`config.mk`:
```
export PLATFORM = sky130hd
export DESIGN_NAME = ata_pio_sequencer_flat
export DESIGN_NICKNAME = d
export VERILOG_FILES = /design/src/rtl/ata_pkg.sv /design/src/rtl/ata_pio_sequencer_if.sv /design/src/rtl/ata_pio_timer.sv /design/src/rtl/ata_pio_sequencer.sv /design/src/flat_wrapper.sv
export SDC_FILE = /design/constraint.sdc
export NUM_CORES = 1
export LEC_CHECK = 0
export BUFFER_PORTS_ARGS = -buffer_cell sky130_fd_sc_hd__clkbuf_2
export CAP_MARGIN = 5
export CORE_MARGIN = 3
export CORE_UTILIZATION = 40
export CTS_BUF_LIST = sky130_fd_sc_hd__clkbuf_16
export CTS_CLUSTER_SIZE = 12
export DETAILED_ROUTE_END_ITERATION = 16
export SLEW_MARGIN = 25
export SYNTH_ARGS = -nofsm -noshare
export SYNTH_HDL_FRONTEND = slang
export SYNTH_SLANG_ARGS = --single-unit
```
`constraint.sdc`:
```
create_clock -name CLK -period 3.08 [get_ports CLK]
set_input_delay 0.462 -clock CLK [delete_from_list [all_inputs] [get_ports CLK]]
set_output_delay 0.462 -clock CLK [all_outputs]
set_load 0.01 [all_outputs]
```
`src/rtl/ata_pkg.sv`:
```
// Shared types and constants for the Gayle-window IDE PIO sequencer:
// FSM states, the PIO timing table and the address window.
package ata_pkg;

  typedef enum logic [2:0] {
    IDLE    = 3'd0,
    SETUP   = 3'd1,
    ACTIVE  = 3'd2,
    WAITRDY = 3'd3,
    DONE    = 3'd4,
    FAULT   = 3'd5,
    RECOVER = 3'd6
  } ata_state_e;

  // Per-mode phase lengths in CLK cycles.
  typedef struct packed {
    logic [7:0] t1;
    logic [7:0] t2;
    logic [7:0] tr;
  } pio_timing_t;

  // A[23:15] of the 0xDA0000-0xDA7FFF IDE window.
  localparam logic [8:0] GAYLE_WIN = 9'b1101_1010_0;

  // MODE 3 selects PIO4; PIO3 is not offered.
  function automatic pio_timing_t pio_timing(input logic [1:0] mode);
    pio_timing_t tm;
    case (mode)
      2'd0:    tm = '{t1: 8'd4, t2: 8'd9, tr: 8'd19};
      2'd1:    tm = '{t1: 8'd3, t2: 8'd7, tr: 8'd11};
      2'd2:    tm = '{t1: 8'd2, t2: 8'd5, tr: 8'd6};
      default: tm = '{t1: 8'd2, t2: 8'd4, tr: 8'd2};
    endcase
    return tm;
  endfunction

endpackage

```
`src/rtl/ata_pio_sequencer_if.sv`:
```
// CPU-side and IDE-side signals of the PIO sequencer, grouped as one bundle.
// Handshake: AS low opens a cycle; the sequencer answers with exactly one of
// DTACK or BERR low (or neither on an early AS release) and holds it until AS is
// seen high again. All active-low except RW (1 = read) and IORDY (1 = ready).
interface ata_pio_sequencer_if;
  logic        AS;
  logic        RW;
  logic [23:0] A;
  logic [1:0]  MODE;
  logic        IORDY;
  logic [1:0]  IDECS;
  logic        IOR;
  logic        IOW;
  logic        DTACK;
  logic        BERR;
  logic        ACCESS;

  modport master (
    output AS, RW, A, MODE, IORDY,
    input  IDECS, IOR, IOW, DTACK, BERR, ACCESS
  );

  modport slave (
    input  AS, RW, A, MODE, IORDY,
    output IDECS, IOR, IOW, DTACK, BERR, ACCESS
  );
endinterface

```
`src/rtl/ata_pio_timer.sv`:
```
// Loadable down-counter that stops at zero; load wins over enable.
module ata_pio_timer #(
  parameter int CNT_W = 8
) (
  input  logic             clk_i,
  input  logic             rst_ni,
  input  logic             load_i,
  input  logic [CNT_W-1:0] load_val_i,
  input  logic             en_i,
  output logic             zero_o
);

  logic [CNT_W-1:0] cnt_q, cnt_d;

  always_comb begin
    cnt_d = cnt_q;
    if (load_i) begin
      cnt_d = load_val_i;
    end else if (en_i && (cnt_q != '0)) begin
      cnt_d = cnt_q - CNT_W'(1);
    end
  end

  always_ff @(posedge clk_i or negedge rst_ni) begin
    if (!rst_ni) begin
      cnt_q <= '0;
    end else begin
      cnt_q <= cnt_d;
    end
  end

  assign zero_o = (cnt_q == '0);

endmodule

```
`src/rtl/ata_pio_sequencer.sv`:
```
// IDE PIO strobe sequencer for the Gayle window: chip-select setup, strobe
// active time stretched by IORDY, BERR on a hung drive, and recovery time.
module ata_pio_sequencer
  import ata_pkg::*;
#(
  parameter int TIMEOUT = 255,
  parameter int CNT_W   = 8
) (
  input  logic                CLK,
  input  logic                RESET,
  ata_pio_sequencer_if.slave  bus,
  output ata_state_e          state_o
);

  ata_state_e  state_q, state_d;
  logic        asq_q;
  logic        rdy_meta_q, rdyq_q;
  logic [1:0]  mode_q, mode_d;
  logic        rw_q, rw_d;
  logic [1:0]  idecs_q, idecs_d;
  logic        ior_q, ior_d;
  logic        iow_q, iow_d;
  logic        dtack_q, dtack_d;
  logic        berr_q, berr_d;

  logic             cnt_load, cnt_en, cnt_zero;
  logic [CNT_W-1:0] cnt_val;
  logic             tmo_load, tmo_en, tmo_zero;

  logic        sel;
  logic        abort;
  pio_timing_t tm_new, tm_cur;

  logic unused_a;
  assign unused_a = ^{bus.A[14:13], bus.A[11:0]};

  function automatic logic [CNT_W-1:0] minus1(input logic [7:0] t);
    return CNT_W'(t - 8'd1);
  endfunction

  assign bus.ACCESS = (bus.A[23:15] == GAYLE_WIN) ? 1'b0 : 1'b1;
  assign sel        = ~asq_q & ~bus.ACCESS;
  assign tm_new     = pio_timing(bus.MODE);
  assign tm_cur     = pio_timing(mode_q);
  assign abort      = asq_q && ((state_q == SETUP) || (state_q == ACTIVE) ||
                                (state_q == WAITRDY));

  ata_pio_timer #(.CNT_W(CNT_W)) u_cnt (
    .clk_i      (CLK),
    .rst_ni     (RESET),
    .load_i     (cnt_load),
    .load_val_i (cnt_val),
    .en_i       (cnt_en),
    .zero_o     (cnt_zero)
  );

  ata_pio_timer #(.CNT_W(CNT_W)) u_tmo (
    .clk_i      (CLK),
    .rst_ni     (RESET),
    .load_i     (tmo_load),
    .load_val_i (CNT_W'(TIMEOUT)),
    .en_i       (tmo_en),
    .zero_o     (tmo_zero)
  );

  always_comb begin
    state_d  = state_q;
    mode_d   = mode_q;
    rw_d     = rw_q;
    idecs_d  = idecs_q;
    ior_d    = ior_q;
    iow_d    = iow_q;
    dtack_d  = dtack_q;
    berr_d   = berr_q;
    cnt_load = 1'b0;
    cnt_val  = '0;
    cnt_en   = 1'b0;
    tmo_load = 1'b0;
    tmo_en   = 1'b0;

    if (abort) begin
      // CPU gave up before completion: drop everything, still honour recovery.
      ior_d    = 1'b1;
      iow_d    = 1'b1;
      idecs_d  = 2'b11;
      cnt_load = 1'b1;
      cnt_val  = minus1(tm_cur.tr);
      state_d  = RECOVER;
    end else begin
      case (state_q)
        IDLE: begin
          if (sel) begin
            idecs_d  = bus.A[12] ? 2'b01 : 2'b10;
            mode_d   = bus.MODE;
            rw_d     = bus.RW;
            cnt_load = 1'b1;
            cnt_val  = minus1(tm_new.t1);
            state_d  = SETUP;
          end
        end
        SETUP: begin
          if (cnt_zero) begin
            if (rw_q) ior_d = 1'b0;
            else      iow_d = 1'b0;
            cnt_load = 1'b1;
            cnt_val  = minus1(tm_cur.t2);
            state_d  = ACTIVE;
          end else begin
            cnt_en = 1'b1;
          end
        end
        ACTIVE: begin
          if (cnt_zero) begin
            if (rdyq_q) begin
              ior_d   = 1'b1;
              iow_d   = 1'b1;
              dtack_d = 1'b0;
              state_d = DONE;
            end else begin
              tmo_load = 1'b1;
              state_d  = WAITRDY;
            end
          end else begin
            cnt_en = 1'b1;
          end
        end
        WAITRDY: begin
          if (rdyq_q) begin
            ior_d   = 1'b1;
            iow_d   = 1'b1;
            dtack_d = 1'b0;
            state_d = DONE;
          end else if (tmo_zero) begin
            ior_d   = 1'b1;
            iow_d   = 1'b1;
            berr_d  = 1'b0;
            state_d = FAULT;
          end else begin
            tmo_en = 1'b1;
          end
        end
        DONE: begin
          if (asq_q) begin
            dtack_d  = 1'b1;
            idecs_d  = 2'b11;
            cnt_load = 1'b1;
            cnt_val  = minus1(tm_cur.tr);
            state_d  = RECOVER;
          end
        end
        FAULT: begin
          if (asq_q) begin
            berr_d   = 1'b1;
            idecs_d  = 2'b11;
            cnt_load = 1'b1;
            cnt_val  = minus1(tm_cur.tr);
            state_d  = RECOVER;
          end
        end
        RECOVER: begin
          if (cnt_zero) state_d = IDLE;
          else          cnt_en  = 1'b1;
        end
        default: state_d = IDLE;
      endcase
    end
  end

  always_ff @(posedge CLK or negedge RESET) begin
    if (!RESET) begin
      state_q    <= IDLE;
      asq_q      <= 1'b1;
      rdy_meta_q <= 1'b0;
      rdyq_q     <= 1'b0;
      mode_q     <= 2'd0;
      rw_q       <= 1'b1;
      idecs_q    <= 2'b11;
      ior_q      <= 1'b1;
      iow_q      <= 1'b1;
      dtack_q    <= 1'b1;
      berr_q     <= 1'b1;
    end else begin
      state_q    <= state_d;
      asq_q      <= bus.AS;
      rdy_meta_q <= bus.IORDY;
      rdyq_q     <= rdy_meta_q;
      mode_q     <= mode_d;
      rw_q       <= rw_d;
      idecs_q    <= idecs_d;
      ior_q      <= ior_d;
      iow_q      <= iow_d;
      dtack_q    <= dtack_d;
      berr_q     <= berr_d;
    end
  end

  assign bus.IDECS = idecs_q;
  assign bus.IOR   = ior_q;
  assign bus.IOW   = iow_q;
  assign bus.DTACK = dtack_q;
  assign bus.BERR  = berr_q;
  assign state_o   = state_q;

endmodule

```
`src/flat_wrapper.sv`:
```
// flat-port wrapper written by rule: the top's interface ports become plain ports
module ata_pio_sequencer_flat import ata_pkg::*;
#(
  parameter int TIMEOUT = 255,
  parameter int CNT_W   = 8
)
  (CLK, RESET, state_o, bus_AS, bus_RW, bus_A, bus_MODE, bus_IORDY, bus_IDECS, bus_IOR, bus_IOW, bus_DTACK, bus_BERR, bus_ACCESS);
  ata_pio_sequencer_if bus_i ();
  input  logic CLK;
  input  logic RESET;
  output ata_state_e state_o;
  input wire logic [$bits(bus_i.AS)-1:0] bus_AS;
  input wire logic [$bits(bus_i.RW)-1:0] bus_RW;
  input wire logic [$bits(bus_i.A)-1:0] bus_A;
  input wire logic [$bits(bus_i.MODE)-1:0] bus_MODE;
  input wire logic [$bits(bus_i.IORDY)-1:0] bus_IORDY;
  output wire logic [$bits(bus_i.IDECS)-1:0] bus_IDECS;
  output wire logic [$bits(bus_i.IOR)-1:0] bus_IOR;
  output wire logic [$bits(bus_i.IOW)-1:0] bus_IOW;
  output wire logic [$bits(bus_i.DTACK)-1:0] bus_DTACK;
  output wire logic [$bits(bus_i.BERR)-1:0] bus_BERR;
  output wire logic [$bits(bus_i.ACCESS)-1:0] bus_ACCESS;
  assign bus_i.AS = bus_AS;
  assign bus_i.RW = bus_RW;
  assign bus_i.A = bus_A;
  assign bus_i.MODE = bus_MODE;
  assign bus_i.IORDY = bus_IORDY;
  assign bus_IDECS = bus_i.IDECS;
  assign bus_IOR = bus_i.IOR;
  assign bus_IOW = bus_i.IOW;
  assign bus_DTACK = bus_i.DTACK;
  assign bus_BERR = bus_i.BERR;
  assign bus_ACCESS = bus_i.ACCESS;
  ata_pio_sequencer #(.TIMEOUT(TIMEOUT), .CNT_W(CNT_W)) u_core (.CLK(CLK), .RESET(RESET), .bus(bus_i), .state_o(state_o));
endmodule
```
# Word-level counts from Yosys, hierarchy flattened
# Cells that the tools add are included.
[classes]
add_sub_neg = 5
multipliers = 0
div_mod_pow = 0
magnitude_cmp = 0
eq_ne = 25
shift = 0
mux = 62
bitwise_logic = 3
reduce_logical = 27
[ops]
columns = ["op", "n"]
rows = [
  ["$mux W8", 8],
  ["$pmux W19 S3", 1],
  ["$pmux W12 S3", 1],
  ["$mux W1", 31],
  ["$mux W3", 9],
  ["$pmux W8 S3", 1],
  ["$sub A8 B1 Y8 const B", 3],
  ["$ne A3 B1 Y1 const B", 7],
  ["$pmux W3 S6", 1],
  ["$reduce_and A6 Y1", 3],
  ["$logic_not A8 Y1", 2],
  ["$reduce_bool A8 Y1", 2],
  ["$pmux W1 S3", 4],
  ["$eq A3 B3 Y1 const B", 3],
  ["$eq A9 B9 Y1 const B", 1],
  ["$mux W2", 4],
  ["$ne A2 B1 Y1 const B", 4],
  ["$eq A3 B2 Y1 const B", 2],
  ["$reduce_and A3 Y1", 2],
  ["$reduce_bool A2 Y1", 3],
  ["$reduce_bool A3 Y1", 2],
  ["$reduce_and A5 Y1", 1],
  ["$sub A4 B1 Y5 const B", 1],
  ["$eq A2 B1 Y1 const B", 2],
  ["other kinds (18)", 24],
]
[word_totals]
register_bits = 31
latchBits = 0
mem_bits_rw = 0
romBits = 0
memories = 0

# Longest topological paths before layout
# Gate-level depths: netlist of run 1.
[logic_depth]
word_depth = 8
ltp_mapped = 7

# Hierarchy
# Synthesis of run 1 repeated with hierarchy kept, for this count alone.
[hier_totals]
hier_cells = 257
area_unflattened_um2 = 2227.1
[by_module_without_submodules]
columns = ["module", "instances", "cells_per_inst", "area_per_inst_um2", "seq_area_each_um2"]
rows = [
  ["ata_pio_sequencer", 1, 139, 1153.6, 385.4],
  ["ata_pio_timer (u_core.u_tmo)", 1, 60, 545.5, 200.2],
  ["ata_pio_timer (u_core.u_cnt)", 1, 58, 528.0, 200.2],
]

# Worst setup path after synthesis of run 1
# OpenSTA, ideal clock, no wires.
[synth_path]
path_kind = "register to register"
from = "register u_core.u_cnt.cnt_q[0]"
to = "register u_core.u_cnt.cnt_q[3]"
arrival_time_ps = 2138
path_slack_ps = 816
stages_incl_launch_ff = 8
n_path_buf = 0
synth_period_minus_slack_ps = 2264
cell_sequence = "dfrtp_1 -> inv_1 -> ha_1 -> or3b_2 -> nor3_2 -> nand3b_1 -> nor2_1 -> a221o_1"
[synth_between]
elab_chain_cells = 6
[synth_rtl]
columns = ["element", "line", "rtl"]
rows = [
  ["from (decl)", "ata_pio_timer.sv:13", "logic [CNT_W-1:0] cnt_q, cnt_d;"],
  ["from (signal assigned)", "ata_pio_timer.sv:28", "cnt_q <= cnt_d;"],
  ["branches (longest 6 deep; another with $sub A8 B1 Y8)", "-", ""],
]
# Parallel ways; which one is timed is not known. The select of a mux whose other input is x is not followed.
# A chain may end at the register's enable or synchronous reset.

# Worst setup path after layout of run 1
# Ends and elaborated chain as after synthesis.

==> summary.md, run 1 <==
| Metric | Value |
|---|---|
| Seq cells post-synth | `31` |
| Synth cell count leaders | `dfrtp_1 (23), nand2_1 (23), nor2_1 (15)` |
| Synth area leaders | `dfrtp_1 (29%), dfstp_2 (11%), ha_1 (5.7%), nand2_1 (4.3%), xor2_1 (3.1%)` |
| XOR/XNOR share of the synthesized area | `4.40%` |
| Final Cycle Share | `80.3%` |
| GRT Residual Overflow | `0` |
| Post-synthesis adder-cell area fraction | `5.66%` |
| Async set-reset flop share out of synthesis | `100%` |
| Vias per inst | `5.40` |
| Net Switching | `0.858 mW` |
| Starting DRT DRC Count | `85` |
| # fillers | `454` |
| Post-layout util | `49.8%` |
| Initial Util | `41.9%` |
| Synthesized area per cell | `9.30 um^2` |
| Crit path launch type | `flip-flop` |
| First-pass GRT wire length | `7.91 mm` |
| Mapped Area | `0.00199 mm^2` |
| Crit path time final | `2.47 ns` |
| Site row count | `25` |
| Status | `completed` |
| H-tree Lvls | `2` |
| Busiest grt layer | `met2` |
| CTS tree | `built` |
| Synthesis warning total | `0` |
| Mux share of post-synthesis cell area | `2.14%` |
| Fmax | `404 MHz` |
| Syn Inst Count | `214` |
| Reg2Reg Launch Point | `u_core.u_cnt.cnt_q[0]$_DFFE_PN0P_` |
| Nets@finish | `285` |
| Final GP Congestion | `0.813` |
| Vias in the first global route | `1,683` |
| Drt wl/cell | `14.3 um` |
| Resized Gates After CTS | `0` |
| Setup crit end kind | `flip-flop` |
| Pin count of the biggest net entering global routing | `32` |
| Worst setup margin | `0.607 ns` |
| M1 GR Usage | `21.6%` |
| Vias | `1,689` |
| Worst Hold Class | `in -> async` |
| Dpl ws | `0.646 ns` |
| Largest family of logic cells by synthesized area | `simple AND/OR/NAND/NOR gates` |
| CTS Buf Count | `5` |
| # setup viols final | `0` |
| Routing usage on met2 | `26.7%` |
| Critical Path RT | `3.24 ns` |
| Hold Buf Count CTS | `0` |
| Compound-cell area share of the yosys netlist | `20.0%` |
| Met3 usage | `3.78%` |
| Post-CTS setup buffers | `0` |
| Sequential share of power | `32.4%` |
| Pwr/cell area | `937 mW/mm^2` |
| Number of remaining DRC errors | `0` |
| Port Buffers | `26` |
| IO Pins | `41` |
| VDD IR max | `391 uV` |
| Top cell type's share of synthesized area | `28.9%` |
| Multi-input gate area in the final layout | `0.00113 mm^2` |
| Dpl cell area | `0.00220 mm^2` |
| Post-Synth Simple-Gate Area | `24.4%` |
| Final TNS setup | `0 ns` |
| Comb power frac | `43.1%` |
| CTS Buffer Depth | `2` |
| HPWL after detailed placement | `3.26 mm` |
| Die W | `76.5 um` |
| Syn_nets | `254` |
| Synth area leader | `dfrtp_1` |
| Flop2flop setup slack | `0.61 ns` |
| Sw Share | `38.7%` |
| Die area | `0.00586 mm^2` |
| Antenna diodes | `0` |
| Library cells used by synthesis | `57` |
| Critical path arrival | `2.63 ns` |
| EDFF count, synth | `0` |
| Post-layout instance area | `0.00237 mm^2` |
| Die Span Y | `76.5 um` |
| Core ar. | `0.00475 mm^2` |
| Area grow syn2layout | `19.0%` |
| Clock share of power | `24.5%` |
| Total GRT Usage | `16.6%` |
| Share of cells above drive strength 1 | `22.0%` |
| Final Slew Violations | `0` |
| Maxcap violations | `0` |
| Leak | `1.07 nW` |
| Top_reg_cell synth | `dfrtp_1` |
| Setup CP Type | `reg -> reg` |
| Worst-case reg-to-reg path depth | `8` |
| Seq/Total Area, Yosys | `39.5%` |
| Final wirelength | `4.48 mm` |
| P_int | `1.36 mW` |
| Normalized max-slew margin | `47.3%` |
| Worst-skew pair later-pin latency | `0.27 ns` |
| Register area | `786 um^2` |
| Reg-to-Reg End | `u_core.u_cnt.cnt_q[3]$_DFFE_PN0P_` |
| Hold Violations, Final | `0` |
| First-pass iteration count of the detailed router | `4` |
| Initial antenna violation count | `0` |
| Critical-path maximum fanout | `9` |
| CTS sink cnt | `31` |
| Placed insts | `305` |
| Worst Tran Pin Value | `0.790 ns` |
| Reg clk slew, reported paths | `0.05 ns` |
| RSZ-0062 raised after global routing | `false` |
| Worst Clk Skew | `0.00215 ns` |
| CTS Root Cell | `clkbuf_16` |
| Antenna Nets Post-Route | `0` |
| Post-Layout Cell Count | `313` |
[logic make-up after synthesis]
kind of cell | count (synthesis)
buffers and inverters | 19
AOI/OAI and AO/OA | 53
muxes | 4
adders and majority gates | 9
xor gates and xnor gates | 10
DFF | 31
and+or+nand+nor | 88
[power groups by stage]
stage	Sequential (mW)	Combinational (mW)	Clock, mW
floorplan	0.690	0.737	0
global placement	0.722	0.948	0
detailed placement	0.722	0.958	0
CTS	0.717	0.963	0.558
global route	0.746	1.08	0.585
finish	0.718	0.956	0.544
[placed cells by master, fill, tap and decap left out, drive strengths merged, types with 3 or more instances in the layout]
cell and n:
a21oi 7, a22o 4, a31oi 3, and3 3
buf 4, clkbuf 31, dfrtp 23, dfstp 8
ha 9, inv 13, nand2 23, nand2b 4
nand3 5, nand4 4, nand4b 4, nor2 15
nor3 13, o21ai 9, o22ai 3, or4 3
xnor2 3, xor2 7
[worst max-delay path, stage by stage (launching register included)]
cell	delay, ns
dfrtp_1	0.40
inv_1	0.12
ha_1	0.21
or3b_2	0.48
nor3_2	0.17
buf_4	0.18
nand3b_1	0.32
nor2_1	0.12
a221o_1	0.36
[registers in the layout, summed over array words and instances (netlist names)]
signal and flops:
u_core.asq_q 1, u_core.bus.BERR 1, u_core.bus.DTACK 1, u_core.bus.IDECS 2, u_core.bus.IOR 1, u_core.bus.IOW 1
u_core.mode_q 2, u_core.rdy_meta_q 1, u_core.rdyq_q 1, u_core.rw_q 1, u_core.state_o 3, u_core.u_cnt.cnt_q 8
u_core.u_tmo.cnt_q 8
[metal layers]
metal	up-vias	wire [um]
met2	21	2070
met4	0	75
met3	8	146
met5	-	0
li1	857	-
met1	803	2190
[worst max path at each step]
stage	depth (start not counted)	slack, ns	endpoint	startpoint
detailed placement	8	0.65	u_core.u_cnt.cnt_q[3]$_DFFE_PN0P_	u_core.u_cnt.cnt_q[0]$_DFFE_PN0P_
finish	8	0.61	u_core.u_cnt.cnt_q[3]$_DFFE_PN0P_	u_core.u_cnt.cnt_q[0]$_DFFE_PN0P_
floorplan	7	0.82	u_core.u_cnt.cnt_q[3]$_DFFE_PN0P_	u_core.u_cnt.cnt_q[0]$_DFFE_PN0P_
global placement	8	0.65	u_core.u_cnt.cnt_q[3]$_DFFE_PN0P_	u_core.u_cnt.cnt_q[0]$_DFFE_PN0P_
CTS	8	0.62	u_core.u_cnt.cnt_q[3]$_DFFE_PN0P_	u_core.u_cnt.cnt_q[0]$_DFFE_PN0P_
global route	8	0.49	u_core.u_cnt.cnt_q[3]$_DFFE_PN0P_	u_core.u_cnt.cnt_q[0]$_DFFE_PN0P_
[layout make-up]
class / count / area share [%]
Clock inverter: 3 / 1.64
Multi-Input combinational cell: 164 / 47.5
Inverter: 13 / 2.06
Sequential cell: 31 / 33.2
Clock buffer: 5 / 5.28
Tap cell: 67 / 3.54
Timing Repair Buffer: 30 / 6.76
[per-stage QoR]
stage / hold slack, ns / power [mW]
after detailed placement: 0.336 / 1.68
after global placement: 0.334 / 1.67
after global routing: 0.264 / 2.41
final: 0.267 / 2.22
after CTS: 0.262 / 2.24
after floorplan: 0.166 / 1.43
(Power assumes the default switching activity.)
==> run 2: changes to the inputs <==
==> constraint.sdc (replaced) <==
create_clock -name CLK -period 2.1 [get_ports CLK]
set_input_delay 0.315 -clock CLK [delete_from_list [all_inputs] [get_ports CLK]]
set_output_delay 0.315 -clock CLK [all_outputs]
set_load 0.01 [all_outputs]
==> run 2 against run 1 <==
- the flow now finishes with violations (negative setup slack)
- core utilization up 5.5 points
- clock skew is 0.0017 ns higher
- routed wire length increased by 7.9%
- cell count is 8.6% higher
- worst setup slack lost 0.69 ns
- non-clock buffer count up 27
- count of clock-buffer cells in the layout did not move
- sequential cell count did not move
- maximum frequency rose by 13%
- total power increased by 64%
- highest routed layer unchanged
==> summary.md, run 2 (synthesized netlist as in run 1, its figures left out) <==
| Metric | Value |
|---|---|
| Status | `complete, but fails checks` |
| Failing checks | `negative setup slack` |
| Initial antenna violation count | `0` |
| Worst Tran Pin Value | `0.790 ns` |
| Final Cycle Share | `104%` |
| Final wirelength | `4.83 mm` |
| Maxcap violations | `0` |
| First-pass GRT wire length | `7.94 mm` |
| Worst Hold Class | `in -> async` |
| Hold Buf Count CTS | `0` |
| Initial Util | `41.9%` |
| Starting DRT DRC Count | `76` |
| H-tree Lvls | `2` |
| Register area | `786 um^2` |
| HPWL after detailed placement | `3.57 mm` |
| Nets@finish | `312` |
| Pwr/cell area | `1390 mW/mm^2` |
| Comb power frac | `54.2%` |
| CTS tree | `built` |
| Vias | `1,791` |
| Reg clk slew, reported paths | `0.06 ns` |
| Die area | `0.00586 mm^2` |
| Dpl ws | `-0.0827 ns` |
| Total GRT Usage | `16.6%` |
| Die Span Y | `76.5 um` |
| Leak | `1.21 nW` |
| Placed insts | `327` |
| CTS Root Cell | `clkbuf_16` |
| # fillers | `451` |
| Hold Violations, Final | `0` |
| Normalized max-slew margin | `47.3%` |
| Total Power | `3.65 mW` |
| Site row count | `25` |
| Fmax | `458 MHz` |
| Crit path launch type | `flip-flop` |
| Post-Layout Cell Count | `340` |
| Multi-input gate area in the final layout | `0.00119 mm^2` |
| Vias per inst | `5.27` |
| GRT Residual Overflow | `0` |
| Pin count of the biggest net entering global routing | `32` |
| Number of remaining DRC errors | `0` |
| Core ar. | `0.00475 mm^2` |
| Setup crit end kind | `flip-flop` |
| Worst-skew pair later-pin latency | `0.27 ns` |
| P_int | `2.22 mW` |
| Critical path arrival | `2.39 ns` |
| Sequential share of power | `26.5%` |
| Drt wl/cell | `14.2 um` |
| Port Buffers | `26` |
| RSZ-0062 raised after global routing | `true` |
| Critical Path RT | `2.31 ns` |
| First-pass iteration count of the detailed router | `4` |
| Antenna Nets Post-Route | `0` |
| Area grow syn2layout | `32.2%` |
| Setup CP Type | `reg -> reg` |
| Final Slew Violations | `0` |
| Share of cells above drive strength 1 | `34.4%` |
| Die W | `76.5 um` |
| Worst Clk Skew | `0.00383 ns` |
| Final GP Congestion | `0.791` |
| IO Pins | `41` |
| VDD IR max | `728 uV` |
| Commonest cells after routing, fill and taps aside | `buf_4 (28), clkbuf_2 (26), dfrtp_1 (23), nand2_1 (22), nor2_1 (14)` |
| CTS Buffer Depth | `2` |
| Vias in the first global route | `1,711` |
| CTS Buf Count | `5` |
| Antenna diodes | `0` |
| CTS sink cnt | `31` |
| Sw Share | `39.1%` |
| Critical-path maximum fanout | `2` |
| Clock share of power | `19.3%` |
| # setup viols final | `2` |
| Crit path time final | `2.18 ns` |
| Commonest non-fill, non-tap cell in the layout | `buf_4` |
| Worst setup margin | `-0.0833 ns` |
| Net Switching | `1.42 mW` |
run 2: final timing paths:
kind | startpoint | end | slack (ns) | cells after the start
max | u_core.u_tmo.cnt_q[5]$_DFFE_PN0P_ | u_core.bus.IOW$_DFFE_PN1P_ | -0.08 | 5
min | RESET | u_core.u_cnt.cnt_q[6]$_DFFE_PN0P_ | 0.12 | 1
max reg2reg | u_core.u_tmo.cnt_q[5]$_DFFE_PN0P_ | u_core.bus.IOW$_DFFE_PN1P_ | -0.08 | 5
min reg2reg | u_core.rdy_meta_q$_DFF_PN0_ | u_core.rdyq_q$_DFF_PN0_ | 0.35 | 0
max in group asynchronous | RESET | u_core.u_tmo.cnt_q[4]$_DFFE_PN0P_ | 1.49 | 1
min in group CLK | bus_AS | u_core.asq_q$_DFF_PN1_ | 0.12 | 1
run 2: per-layer routing:
metal	track usage, %	share of wire (%)	vias up
li1	-	-	909
met2	28.0	50	24
met5	0	0	-
met4	5.80	1.4	0
met1	21.0	46	851
met3	3.43	2.9	7
run 2: metrics by stage:
step	hold slack [ns]	cell area [um^2]	util (%)	TNS, ns
2_1_floorplan	0.0194	2000	-	-0.159
3_3_place_gp	0.336	2380	50.0	-0.0935
3_5_place_dp	0.339	2380	50.0	-0.230
4_1_cts	0.111	2520	53.1	-0.294
5_1_grt	0.115	2630	55.3	-0.711
6_report	0.116	2630	55.3	-0.154
run 2: final cells by class:
class                   instances  area share [%]
clock inverters                 3           0.761
flip-flops and latches         31            29.9
clock buffers                   5            4.76
repair buffers                 57            14.2
multi-input cells             164            45.4
inverters                      13            1.85
well taps                      67            3.19
run 2: power groups by stage:
stage | logic [mW] | clock network (mW) | registers, mW
finish | 1.98 | 0.704 | 0.965
global route | 2.18 | 0.750 | 0.987
CTS | 1.79 | 0.719 | 0.962
detailed placement | 1.79 | 0 | 0.968
global placement | 1.77 | 0 | 0.964
floorplan | 1.10 | 0 | 1.01
run 2: critical path: stages, from the launching register on:
cell	delay, ns
dfrtp_1	0.38
or4_4	0.54
or4b_4	0.52
o2bb2ai_4	0.14
or4_1	0.41
o21a_1	0.12
run 2: repair_timing:
action                                  4_1_cts  5_1_grt
gates cloned                                  0        0
endpoints found under the hold margin         0        0
setup buffers                                 0        5
pin swaps                                     1       13
resized for setup                             0       20
endpoints found under the setup margin        5       17
==> run 3: changes to the inputs <==
--- a/config.mk
+++ b/config.mk
@@ -15,4 +15,5 @@
 export SLEW_MARGIN = 25
 export SYNTH_ARGS = -nofsm -noshare
 export SYNTH_HDL_FRONTEND = slang
+export SYNTH_HIERARCHICAL = 1
 export SYNTH_SLANG_ARGS = --single-unit
==> run 3 against run 2 <==
- the run still ends with negative setup slack left
- sequential share of layout area is 6.4 points lower
- count of clock-buffer cells in the layout stayed put
- register-to-register slack worse by 0.36 ns
- core utilization is 8.7 points higher
==> summary.md, run 3 <==
| Metric | Value |
|---|---|
| GRT Residual Overflow | `0` |
| Worst Hold Class | `in -> reg` |
| Worst Tran Pin Value | `0.824 ns` |
| Crit path time final | `2.55 ns` |
| CTS Buffer Depth | `2` |
| Setup CP Type | `reg -> reg` |
| Antenna diodes | `0` |
| Commonest cells after routing, fill and taps aside | `buf_4 (68), clkbuf_2 (26), dfrtp_1 (23), nor2_1 (19), o21ai_0 (16)` |
| Status | `complete, but fails checks` |
| Flop2flop setup slack | `-0.45 ns` |
| Leak | `1.53 nW` |
| First-pass GRT wire length | `10.7 mm` |
| CTS tree | `built` |
| Mapped Area | `0.00223 mm^2` |
| Syn Inst Count | `257` |
| Worst setup margin | `-0.447 ns` |
| HPWL after detailed placement | `4.52 mm` |
| Initial antenna violation count | `0` |
| Final wirelength | `6.31 mm` |
| H-tree Lvls | `2` |
| Pin count of the biggest net entering global routing | `32` |
| RSZ-0062 raised after global routing | `true` |
| Critical-path maximum fanout | `6` |
| CP max-delay cell | `or4b_4` |
| Vias per inst | `5.46` |
| First-pass iteration count of the detailed router | `5` |
| Maxcap violations | `0` |
| Number of remaining DRC errors | `0` |
| Worst Clk Skew | `0.00418 ns` |
| Hold Buf Count CTS | `0` |
| Antenna Nets Post-Route | `0` |
| Vias in the first global route | `2,322` |
| Port Buffers | `26` |
| CP peak stage delay | `0.48 ns` |
| Dpl cell area | `0.00299 mm^2` |
| Synth area leader | `dfrtp_1` |
| Net Switching | `1.75 mW` |
| Worst-skew pair later-pin latency | `0.27 ns` |
| Reg clk slew, reported paths | `0.05 ns` |
| Final TNS setup | `-4.39 ns` |
| Worst-case reg-to-reg path depth | `9` |
| VDD IR max | `705 uV` |
| Area grow syn2layout | `50.5%` |
| Total GRT Usage | `21.2%` |
| CP top delay family | `simple AND/OR/NAND/NOR gates` |
| Starting DRT DRC Count | `84` |
| Comb power frac | `62.8%` |
| Post-layout util | `64.0%` |
| Die Span Y | `80.6 um` |
| Nets@finish | `402` |
| Commonest non-fill, non-tap cell in the layout | `buf_4` |
| # setup viols final | `19` |
| Synth area leaders | `dfrtp_1 (26%), dfstp_2 (9.4%), ha_1 (6.2%), o21ai_0 (3.8%), nor2_1 (3.7%)` |
| Site row count | `26` |
| Hold wc startpoint | `bus_AS` |
| Reg2Reg Launch Point | `u_core/u_cnt/cnt_q[0]$_DFFE_PN0P_` |
| CTS Root Cell | `clkbuf_16` |
| Most used cell, CP | `or3b_4` |
| EDFF count, synth | `0` |
| Failing checks | `negative setup slack` |
| Final Cycle Share | `121%` |
| Setup crit end kind | `flip-flop` |
| P_int | `2.69 mW` |
| Async set-reset flop share out of synthesis | `100%` |
| Final GP Congestion | `0.878` |
| Worst hold path depth | `1` |
| CTS Buf Count | `5` |
| Seq/Total Area, Yosys | `35.3%` |
| Drt wl/cell | `14.6 um` |
| Sequential share of power | `22.1%` |
| Worst path bufs/invs | `1` |
| Normalized max-slew margin | `45.1%` |
| Reg-to-Reg End | `u_core/u_cnt/cnt_q[7]$_DFFE_PN0P_` |
| Crit path launch type | `flip-flop` |
| Share of cells above drive strength 1 | `45.2%` |
| Die area | `0.00650 mm^2` |
| # fillers | `452` |
| IO Pins | `41` |
| Initial Util | `42.5%` |
| Critical path arrival | `2.70 ns` |
| Seq cells post-synth | `31` |
| Die W | `80.6 um` |
| Fmax | `393 MHz` |
| Critical Path RT | `2.25 ns` |
| Total Power | `4.44 mW` |
| Most common cell in the netlist | `dfrtp_1` |
| Synth cell count leaders | `dfrtp_1 (23), nor2_1 (22), nand2_1 (18)` |
| Clock share of power | `15.1%` |
| Synthesized area per cell | `8.67 um^2` |
| Synthesis warning total | `6` |
| Top cell type's share of synthesized area | `25.8%` |
| Vias | `2,353` |
| Sw Share | `39.4%` |
| Top_reg_cell synth | `dfrtp_1` |
| WHS | `0.121 ns` |
| Hold Violations, Final | `0` |
| Final Slew Violations | `0` |
| Worst Hold Endpoint | `u_core/asq_q$_DFF_PN1_` |
| Post-layout instance area | `0.00335 mm^2` |
| Library cells used by synthesis | `56` |
| Worst-path cell chain | `inv_2, ha_4, or3b_4, nor2_4, or4b_4, o221ai_4, or3b_4, o311a_1, a221o_1` |
| Pwr/cell area | `1320 mW/mm^2` |
| Core ar. | `0.00524 mm^2` |
| CTS sink cnt | `31` |
run 3: changes by cell type after synthesis, sizes merged, moves of 5 or more:
| cell | before | now |
|---|---|---|
| nor3 | 13 | 7 |
| nor3b | 1 | 7 |
| nand2 | 23 | 18 |
| nor2 | 15 | 22 |
| o21ai | 9 | 17 |
| xor2 | 7 | 0 |
| a21oi | 7 | 13 |
run 3: worst max-delay path by stage:
| stage | depth (start not counted) | startpoint | endpoint |
|---|---|---|---|
| global route | 9 | u_core/u_cnt/cnt_q[0]$_DFFE_PN0P_ | u_core/u_cnt/cnt_q[7]$_DFFE_PN0P_ |
| floorplan | 10 | u_core/u_cnt/cnt_q[0]$_DFFE_PN0P_ | u_core/u_cnt/cnt_q[7]$_DFFE_PN0P_ |
| detailed placement | 9 | u_core/u_cnt/cnt_q[0]$_DFFE_PN0P_ | u_core/u_cnt/cnt_q[7]$_DFFE_PN0P_ |
| CTS | 9 | u_core/u_cnt/cnt_q[0]$_DFFE_PN0P_ | u_core/u_cnt/cnt_q[7]$_DFFE_PN0P_ |
| finish | 9 | u_core/u_cnt/cnt_q[0]$_DFFE_PN0P_ | u_core/u_cnt/cnt_q[7]$_DFFE_PN0P_ |
| global placement | 9 | u_core/u_cnt/cnt_q[0]$_DFFE_PN0P_ | u_core/u_cnt/cnt_q[7]$_DFFE_PN0P_ |
run 3: power groups by stage:
stage	registers (mW)	logic (mW)	clock network [mW]
2_1_floorplan	1.07	1.29	0
4_1_cts	0.979	2.67	0.690
6_report	0.981	2.79	0.669
3_5_place_dp	0.984	2.37	0
5_1_grt	1.01	3.06	0.724
3_3_place_gp	0.979	2.33	0
run 3: repair_timing:
item,4_1_cts,5_1_grt
setup buffers,9,2
pin swaps,11,5
gates resized for setup,26,8
gates cloned,0,0
endpoints found under the hold margin,0,0
endpoints found under the setup margin,19,21
run 3: cells by family after synthesis:
group,synth area share [%]
multiplexers,1.46
other,0.168
AND/OR/NAND/NOR,28.3
AO/OA/AOI/OAI,23.6
adder cells (fa/ha/maj),6.18
buffers and inverters,5.00
flip-flops,35.3
run 3: worst reg2reg max path: cells and delay by family, from the launching register on:
kind                       cells  cell delay [ns]
AOI/OAI and AO/OA              3             0.64
adders and majority gates      1             0.16
and+or+nand+nor                4             1.20
DFF                            1             0.36
buffers and inverters          1             0.07
run 3: layout make-up:
class / count / area [um^2] / area share [%]
timing repair buffer: 101 / 719 / 21.5
inverter: 17 / 68.8 / 2.05
clock inverter: 3 / 12.5 / 0.373
clock buffer: 5 / 125 / 3.73
multi-input combinational: 204 / 1550 / 46.3
tap: 70 / 87.6 / 2.61
sequential: 31 / 786 / 23.4
run 3: per-layer routing:
layer  vias up  share of wire, %  track usage [%]
met4         0              0.93             6.25
met3         6               4.0             3.70
li1       1174                 -                -
met5         -                 0                0
met1      1118                44             26.2
met2        55                51             37.5
run 3: stage by stage:
| stage | std cells | setup slack (ns) |
|---|---|---|
| 4_1_cts | 429 | -0.445 |
| 2_1_floorplan | 264 | -0.587 |
| 3_5_place_dp | 412 | -0.431 |
| 3_3_place_gp | 412 | -0.375 |
| 6_report | 431 | -0.447 |
| 5_1_grt | 431 | -0.535 |
